**src/rtl/io_port_controller.sv**
```systemverilog
// -----------------------------------------------------------------------------
// io_port_controller
//
// Memory-mapped I/O block for a single-cycle processor. It decodes a 16-byte
// window at 0xFFFF0000 and exposes four word registers:
//    0x0 PORT_OUT  (RW)  32-bit general-purpose output register
//    0x4 PORT_IN   (RO)  synchronized 8-bit switch inputs
//    0x8 TX_DATA   (WO)  push a byte into the UART transmit FIFO
//    0xC STATUS    (RO)  {IN_CHG, OVF, tx_busy, tx_empty, tx_full}
//
// Ports
//    clk        single clock, all state updates on its rising edge
//    reset      asynchronous, active-high reset
//    Address    processor byte address (ALU result)
//    WriteData  processor store data
//    MemWrite   store strobe for the current instruction cycle
//    MemRead    load strobe for the current instruction cycle
//    PortIn     asynchronous external switch inputs
//    ReadData   load data, combinational, zero unless a window read
//    Hit        Address lies inside the I/O window (combinational)
//    PortOut    general-purpose output register
//    UartTx     serial 8N1 transmit line, idle high
// -----------------------------------------------------------------------------
module io_port_controller #(
    parameter int CLKS_PER_BIT = 16,
    parameter int FIFO_DEPTH   = 4
) (
    input  logic        clk,
    input  logic        reset,
    input  logic [31:0] Address,
    input  logic [31:0] WriteData,
    input  logic        MemWrite,
    input  logic        MemRead,
    input  logic [7:0]  PortIn,
    output logic [31:0] ReadData,
    output logic        Hit,
    output logic [31:0] PortOut,
    output logic        UartTx
);

    localparam int PtrW = (FIFO_DEPTH > 1) ? $clog2(FIFO_DEPTH) : 1;
    localparam int CntW = PtrW + 1;
    localparam logic [CntW-1:0] FullCount = CntW'(FIFO_DEPTH);
    localparam logic [15:0]     LastTick  = 16'(CLKS_PER_BIT - 1);

    localparam logic [1:0] SelPortOut = 2'd0;
    localparam logic [1:0] SelPortIn  = 2'd1;
    localparam logic [1:0] SelTxData  = 2'd2;
    localparam logic [1:0] SelStatus  = 2'd3;

    typedef enum logic [1:0] {
        IDLE,
        START,
        DATA,
        STOP
    } TxState;

    // Bus decode
    logic [1:0]  regSel;
    logic        wrAccess;
    logic        rdAccess;
    logic        unusedAddrBits;

    // Registers
    logic [31:0] portOutReg;
    logic [7:0]  syncMeta;
    logic [7:0]  syncOut;
    logic [7:0]  syncPrev;
    logic        inChg;
    logic        ovf;

    // Transmit FIFO
    logic [7:0]      fifoMem [FIFO_DEPTH];
    logic [PtrW-1:0] wrPtr;
    logic [PtrW-1:0] rdPtr;
    logic [CntW-1:0] fifoCount;
    logic            fifoFull;
    logic            fifoEmpty;
    logic            pushReq;
    logic            pushOk;
    logic            popOk;

    // Transmitter
    TxState      txState;
    logic [15:0] tickCnt;
    logic [2:0]  bitCnt;
    logic [7:0]  shiftReg;
    logic        txLine;
    logic        txBusy;

    // Sticky flag controls
    logic        statusRd;
    logic        inChgSet;
    logic        ovfSet;
    logic [31:0] statusWord;

    // The window is 16 bytes wide; the byte offset within a word is ignored,
    // so only Address[3:2] picks the register.
    assign Hit            = (Address[31:4] == 28'hFFFF000);
    assign regSel         = Address[3:2];
    assign unusedAddrBits = ^Address[1:0];
    assign wrAccess       = Hit & MemWrite;
    assign rdAccess       = Hit & MemRead;

    // FIFO flags are taken from the occupancy before the edge, so a push that
    // meets a full FIFO is refused even when the transmitter pops that edge.
    assign fifoFull  = (fifoCount == FullCount);
    assign fifoEmpty = (fifoCount == '0);
    assign pushReq   = wrAccess & (regSel == SelTxData);
    assign pushOk    = pushReq & ~fifoFull;
    assign popOk     = (txState == IDLE) & ~fifoEmpty;

    assign txBusy     = (txState != IDLE);
    assign statusRd   = rdAccess & (regSel == SelStatus);
    assign inChgSet   = (syncOut != syncPrev);
    assign ovfSet     = pushReq & fifoFull;
    assign statusWord = {27'b0, inChg, ovf, txBusy, fifoEmpty, fifoFull};

    assign PortOut = portOutReg;
    assign UartTx  = txLine;

    // Load data path. Only a window read drives data; TX_DATA is write-only
    // and reads back as zero, as does anything outside the window.
    always_comb begin
        ReadData = '0;
        if (rdAccess) begin
            case (regSel)
                SelPortOut: ReadData = portOutReg;
                SelPortIn:  ReadData = {24'b0, syncOut};
                SelStatus:  ReadData = statusWord;
                default:    ReadData = '0;
            endcase
        end
    end

    // PORT_OUT takes the whole store word. Writes to the read-only registers
    // simply fall through here.
    always_ff @(posedge clk or posedge reset) begin
        if (reset) begin
            portOutReg <= '0;
        end else if (wrAccess && (regSel == SelPortOut)) begin
            portOutReg <= WriteData;
        end
    end

    // Two-flop synchronizer for the switch inputs, plus a third copy holding
    // last cycle's synchronized value so changes can be detected.
    always_ff @(posedge clk or posedge reset) begin
        if (reset) begin
            syncMeta <= '0;
            syncOut  <= '0;
            syncPrev <= '0;
        end else begin
            syncMeta <= PortIn;
            syncOut  <= syncMeta;
            syncPrev <= syncOut;
        end
    end

    // Sticky status flags. A STATUS read clears them, but an event landing on
    // the same edge as the read keeps the flag set so it is never lost.
    always_ff @(posedge clk or posedge reset) begin
        if (reset) begin
            inChg <= 1'b0;
            ovf   <= 1'b0;
        end else begin
            inChg <= inChgSet | (inChg & ~statusRd);
            ovf   <= ovfSet   | (ovf   & ~statusRd);
        end
    end

    // FIFO storage. Contents need no reset because the occupancy counter
    // decides what is valid.
    always_ff @(posedge clk) begin
        if (pushOk) begin
            fifoMem[wrPtr] <= WriteData[7:0];
        end
    end

    // FIFO pointers wrap naturally because the depth is a power of two; the
    // separate occupancy counter tells full from empty when pointers match.
    always_ff @(posedge clk or posedge reset) begin
        if (reset) begin
            wrPtr     <= '0;
            rdPtr     <= '0;
            fifoCount <= '0;
        end else begin
            if (pushOk) begin
                wrPtr <= wrPtr + 1'b1;
            end
            if (popOk) begin
                rdPtr <= rdPtr + 1'b1;
            end
            case ({pushOk, popOk})
                2'b10:   fifoCount <= fifoCount + 1'b1;
                2'b01:   fifoCount <= fifoCount - 1'b1;
                default: fifoCount <= fifoCount;
            endcase
        end
    end

    // 8N1 transmitter. The line is registered and updated on the same edge
    // as the state change, so UartTx always matches the current state. The
    // shift register moves right one place per data bit so the next bit to
    // send is always at index 1 when a bit period ends.
    always_ff @(posedge clk or posedge reset) begin
        if (reset) begin
            txState  <= IDLE;
            tickCnt  <= '0;
            bitCnt   <= '0;
            shiftReg <= '0;
            txLine   <= 1'b1;
        end else begin
            case (txState)
                IDLE: begin
                    txLine  <= 1'b1;
                    tickCnt <= '0;
                    bitCnt  <= '0;
                    if (popOk) begin
                        shiftReg <= fifoMem[rdPtr];
                        txLine   <= 1'b0;
                        txState  <= START;
                    end
                end
                START: begin
                    if (tickCnt == LastTick) begin
                        tickCnt <= '0;
                        txLine  <= shiftReg[0];
                        txState <= DATA;
                    end else begin
                        tickCnt <= tickCnt + 1'b1;
                    end
                end
                DATA: begin
                    if (tickCnt == LastTick) begin
                        tickCnt <= '0;
                        if (bitCnt == 3'd7) begin
                            txLine  <= 1'b1;
                            txState <= STOP;
                        end else begin
                            bitCnt   <= bitCnt + 1'b1;
                            shiftReg <= {1'b0, shiftReg[7:1]};
                            txLine   <= shiftReg[1];
                        end
                    end else begin
                        tickCnt <= tickCnt + 1'b1;
                    end
                end
                STOP: begin
                    if (tickCnt == LastTick) begin
                        tickCnt <= '0;
                        txState <= IDLE;
                    end else begin
                        tickCnt <= tickCnt + 1'b1;
                    end
                end
                default: begin
                    txLine  <= 1'b1;
                    txState <= IDLE;
                end
            endcase
        end
    end

endmodule

```
**config.mk**
```make
export PLATFORM = sky130hd
export DESIGN_NAME = io_port_controller
export DESIGN_NICKNAME = d
export VERILOG_FILES = /design/src/rtl/io_port_controller.sv
export SDC_FILE = /design/constraint.sdc
export NUM_CORES = 1
export LEC_CHECK = 0
export CAP_MARGIN = 20
export CORE_ASPECT_RATIO = 1.5
export CORE_MARGIN = 2
export CORE_UTILIZATION = 45
export DETAILED_ROUTE_END_ITERATION = 6
export PLACE_DENSITY_LB_ADDON = 0.12
export SYNTH_ARGS = -nofsm -noshare
export SYNTH_HDL_FRONTEND = slang
export SYNTH_SLANG_ARGS = --single-unit
```
**constraint.sdc**
```tcl
create_clock -name clk -period 2.94 [get_ports clk]
set_clock_uncertainty 0.05 [all_clocks]
set_input_delay 0.588 -clock clk [delete_from_list [all_inputs] [get_ports clk]]
set_output_delay 0.588 -clock clk [all_outputs]
set_load 0.01 [all_outputs]
```
**Word level (Yosys, flattened, before mapping)**

Memory sizes are Yosys's and may differ from the RTL's.
Index checks and enable logic that the tools add are counted.

- Memory bits (writable): 32
- Logic and storage cells: 92
- Input port bits: 76
- Bits in registers: 95
- Memories kept: 1

Memories:

| name | words | width | read ports | clocked after Yosys merged registers in | write ports | RTL line | source |
|---|---|---|---|---|---|---|---|
| fifoMem | 4 | 8 | 1 | 0 | 1 | 73 | `logic [7:0] fifoMem [FIFO_DEPTH];` |

- Mux-type cells: 25
- Reduce and logical (&&, ||, !) cells: 13
- $add $sub $neg: 6
- Bitwise operators: 14
- Equality and inequality tests: 19

Operators by type and width:

| operator | number |
|---|---|
| one-hot mux 32 bit (3 select lines) | 1 |
| two-way mux 32 bit | 1 |
| one-hot mux 16 bit (2 select lines) | 1 |
| equality test 28 bit (second input constant) | 1 |
| two-way mux 8 bit | 3 |
| adder 16 x 1 -> 16 bit (second input constant) | 1 |
| equality test 16 x 4 -> 1 bit (second input constant) | 1 |
| two-way mux 16 bit | 1 |
| one-hot mux 8 bit (2 select lines) | 1 |
| != test 2 bit (second input constant) | 6 |
| one-hot mux 3 bit (2 select lines) | 2 |
| equality test 2 bit (second input constant) | 5 |
| two-way mux 2 bit | 5 |
| bitwise AND 1 bit | 9 |
| != test 8 bit | 1 |
| one-hot mux 2 bit (4 select lines) | 1 |
| adder 3 x 1 -> 3 bit (second input constant) | 2 |
| equality test 2 x 1 -> 1 bit (second input constant) | 3 |
| equality test 3 bit (second input constant) | 2 |
| two-way mux 1 bit | 6 |
| two-way mux 3 bit | 2 |
| AND reduction 3 bit | 2 |
| nonzero test 2 bit | 3 |
| AND reduction 5 bit | 1 |
| other kinds (11) | 16 |

**Depth between registers and ports, before layout**

- Depth after elaboration: 6
- Depth in mapped cells: 10

**Least setup slack after synthesis**

OpenSTA, ideal clock, no wires.

- Path kind: input -> output
- Start point: in Address[15]
- End point: out ReadData[11]
- Arrival: 2231 ps
- Path buffers: 1
- Data required time: 2302 ps
- Path slack: 71 ps
- Stages: 5
- Cells stage by stage: or4b_4 > nor4_4 > and4_1 > clkbuf_2 > and2_1

- Longest elaborated chain between the ends: 3

RTL lines:

| what | RTL line | source |
|---|---|---|
| start: declaration | 30 | `input logic [31:0] Address,` |
| equality test 28 bit | 99 | `assign Hit = (Address[31:4] == 28'hFFFF000);` |
| bitwise AND 1 bit | 103 | `assign rdAccess = Hit & MemRead;` |
| two-way mux 32 bit | 126 | `if (rdAccess) begin` |
| end: declaration | 35 | `output logic [31:0] ReadData,` |

No other way between the ends.

**Worst setup path after layout**

- Start point: in Address[13]
- End point: out ReadData[29]

The elaborated chain is that of the path after synthesis.

==> qor.csv <==
stage,metric,value,unit
min_path,hold depth,0,
logic_synthesis,"top cells by area, synth","dfrtp_1, edfxtp_1, mux2_4",
grt,met2 GRT Util,0.413,
grt,first-pass GRT wire length,22400,µm
routing,drt initial violations,123,
grt,initial antenna violation count,0,
worst_setup_path,slowest cell on the critical path,or4_4,
placement,routability cong.,0.797,
logic_synthesis,commonest cells in the netlist,"dfrtp_1, nor2_1, edfxtp_1",
worst_setup_path,reg2reg path depth,10,
cells_and_area,layout cells sized above 1,0.328,
placement,Final HPWL DP,9800,µm
logic_synthesis,most numerous cell in the Yosys netlist,dfrtp_1,
sta,Tightest Pin Transition,0.604,ns
power,register share of total power,0.413,
logic_synthesis,Synth area leader,dfrtp_1,
routing,final wirelength,14100,µm
sta,pins over their slew limit,0,
grt,largest net degree at the start of global routing,96,
logic_synthesis,cell area after synthesis,0.00574,mm²
logic_synthesis,cells after synthesis,417,
grt,grt peak-use layer,met2,
grt,number of global-route vias before repair,4431,
placement,placed inst area,0.00744,mm²
logic_synthesis,fraction of registers with async set/reset,0.748,
die,Die Span Y,142,µm
run,Max-Cap Viols,0,
die,IO Count,142,
clocking,CTS buffer count,17,
power,peak supply drop,383,µV
worst_setup_path,Most common cell on crit path,buf_6,
logic_synthesis,post-synthesis register bit count,127,
die,initial core utilization,0.461,
worst_setup_path,worst-path fanout max,6,
sta,f_max,343,MHz
grt,met3 Use GR,0.0651,
routing,antenna-violating nets left,0,
worst_setup_path,CP arrival,2.27,ns
min_path,Hold Crit Class,flip-flop to flip-flop,
clocking,clock sinks,127,
logic_synthesis,area share of the largest cell type after synthesis,0.410,
clocking,CTS Buffer Depth,2,
worst_setup_path,flop-to-flop setup slack,0.56,ns
sta,Tmin final,2.91,ns
logic_synthesis,sequential area share after synthesis,0.582,
power,switch share,0.205,
sta,"Period Utilization, post-route",0.991,
worst_setup_path,CP startpoint kind,primary input,
cells_and_area,post-route insts no fill,759,
power,clock network power share,0.508,
worst_setup_path,worst path cell trace,"buf_6, or4_4, nor4_4, and4_4, buf_6, buf_16, and2_4, buf_6",
clocking,Clock Root Buffer,clkbuf_16,
routing,DR vias/cell,5.23,
clocking,Worst-path clk slew,0.06,ns
die,full die area,0.0137,mm²
logic_synthesis,commonest register cell after synthesis,dfrtp_1,
power,LEAKAGE,3.63,nW
sta,"Hold Violations, Final",0,
sta,Hold Slack,0.300,ns
sta,Slew Limit Headroom,0.598,
die,row count,50,
worst_setup_path,type of element capturing the critical path,output pin,
routing,DR WL/cell,18.6,µm
worst_setup_path,critical path class,primary input to output pin,
routing,via count,3966,
logic_synthesis,syn_nets,506,
routing,Residual DRC,0,
clocking,Skew-Pair Late Insertion Delay,0.41,ns
sta,Setup-failing EPs final,0,
sta,PnR worst setup slack,0.0272,ns
power,Int Pwr,3.75,mW
placement,Port Buffer Count,139,
clocking,CTS tree,done,
power,net switching power,0.969,mW
logic_synthesis,Synth cell types,51,
worst_setup_path,required time of the critical path,2.30,ns
placement,dpl ws,-0.773,ns
logic_synthesis,"EDFF count, synth",32,
cells_and_area,# nets final,679,
cells_and_area,fin area,0.00828,mm²
grt,Total GRT Usage,0.223,
logic_synthesis,YS warnings,0,
placement,dpl cells,720,
cells_and_area,Area Overhead vs Synth,44.3,%
worst_setup_path,Crit path largest cell delay,0.53,ns
logic_synthesis,syn avg cell area,13.8,µm²
clocking,CTS H-tree depth,4,
power,Power Density,570,mW/mm²
routing,Pre-Repair DR Iteration Count,4,
cells_and_area,Inserted Diodes,0,
die,Die X,96.2,µm
power,Comb pwr share,0.078,
grt,GR Overflow Total,0,
die,Core Area,0.0124,mm²
grt,grt met1 use,0.245,
sta,Fin Setup TNS,0,ns
run_status,status,completed,
==> state kept, by name, summed over array words and instances, names as in the netlist <==
| register | count |
|---|---|
| fifoMem | 32 |
| UartTx | 1 |
| fifoCount | 3 |
| wrPtr | 2 |
| ovf | 1 |
| syncMeta | 8 |
| rdPtr | 2 |
| syncPrev | 8 |
| PortOut | 32 |
| txState | 2 |
| bitCnt | 3 |
| tickCnt | 16 |
| inChg | 1 |
| syncOut | 8 |
| shiftReg | 8 |
==> layer usage <==
layer	routed length (µm)	up-vias
met1	5260	1981
met5	0	-
li1	-	1838
met3	776	9
met4	104	0
met2	7970	138
==> cell families (layout without fill, tap and decap cells) <==
group / after synthesis / in the layout / synth area share
AO/OA/AOI/OAI: 26 / 26 / 0.0331
XOR/XNOR: 26 / 26 / 0.0397
adder cells (fa/ha/maj): 13 / 13 / 0.0297
buffers and inverters: 29 / 215 / 0.0235
flip-flops: 127 / 127 / 0.582
multiplexers: 67 / 67 / 0.166
AND/OR/NAND/NOR: 129 / 129 / 0.126
==> placed cells by master, fill, tap and decap left out, types with 17 or more instances in the layout <==
master            n
clkbuf_16        17
mux2_4           30
mux2_2           23
dfrtp_1          94
xnor2_1          23
edfxtp_1         32
nor2_1           29
buf_6            27
and2_4           21
buf_4            18
clkdlybuf4s50_1  93
==> metrics by stage <==
| step | utilization | power [mW] |
|---|---|---|
| after floorplan | - | 2.17 |
| after global placement | 0.598 | 2.34 |
| after detailed placement | 0.598 | 2.35 |
| after CTS | 0.665 | 4.76 |
| after global routing | 0.665 | 4.88 |
| final | 0.665 | 4.72 |
==> power groups by stage <==
stage | combinational [mW] | sequential, mW | clock (mW)
6_report | 0.370 | 1.95 | 2.40
5_1_grt | 0.406 | 1.96 | 2.51
4_1_cts | 0.375 | 1.95 | 2.43
2_1_floorplan | 0.203 | 1.97 | 0
3_3_place_gp | 0.364 | 1.98 | 0
3_5_place_dp | 0.375 | 1.98 | 0
==> worst paths after layout <==
kind	endpoint	start
worst max-delay path	ReadData[29]	Address[13]
worst min-delay path	syncOut[0]$_DFF_PP0_	syncMeta[0]$_DFF_PP0_
worst max register to register	fifoCount[2]$_DFFE_PP0P_	txState[0]$_DFFE_PP0P_
worst min register to register	syncOut[0]$_DFF_PP0_	syncMeta[0]$_DFF_PP0_
max in group asynchronous	PortOut[8]$_DFFE_PP0P_	reset
min in group asynchronous	tickCnt[11]$_DFF_PP0_	reset
==> worst max-delay path: cells and delay by family <==
| family | cells | cell delay (ns) |
|---|---|---|
| and+or+nand+nor | 4 | 1.24 |
| buffers and inverters | 4 | 0.44 |
==> layout make-up <==
class	instances	area [µm²]
Timing Repair Buffer	166	1630
Fill cell	914	4170
Tap cell	156	195
Sequential cell	127	3340
Inverter	17	67.6
Clock buffer	20	447
Clock inverter	12	231
Multi-Input combinational cell	261	2370
==> what timing repair did <==
action                                 in CTS  in global routing
buffers inserted                            7                  0
pin swaps                                   9                  3
hold buffers                                0                  0
gates cloned                                3                  0
endpoints found under the hold margin       0                  0
setup endpoints to repair                  33                 31
gates resized for setup                   209                 22
Power figures use the tool's default switching activity.
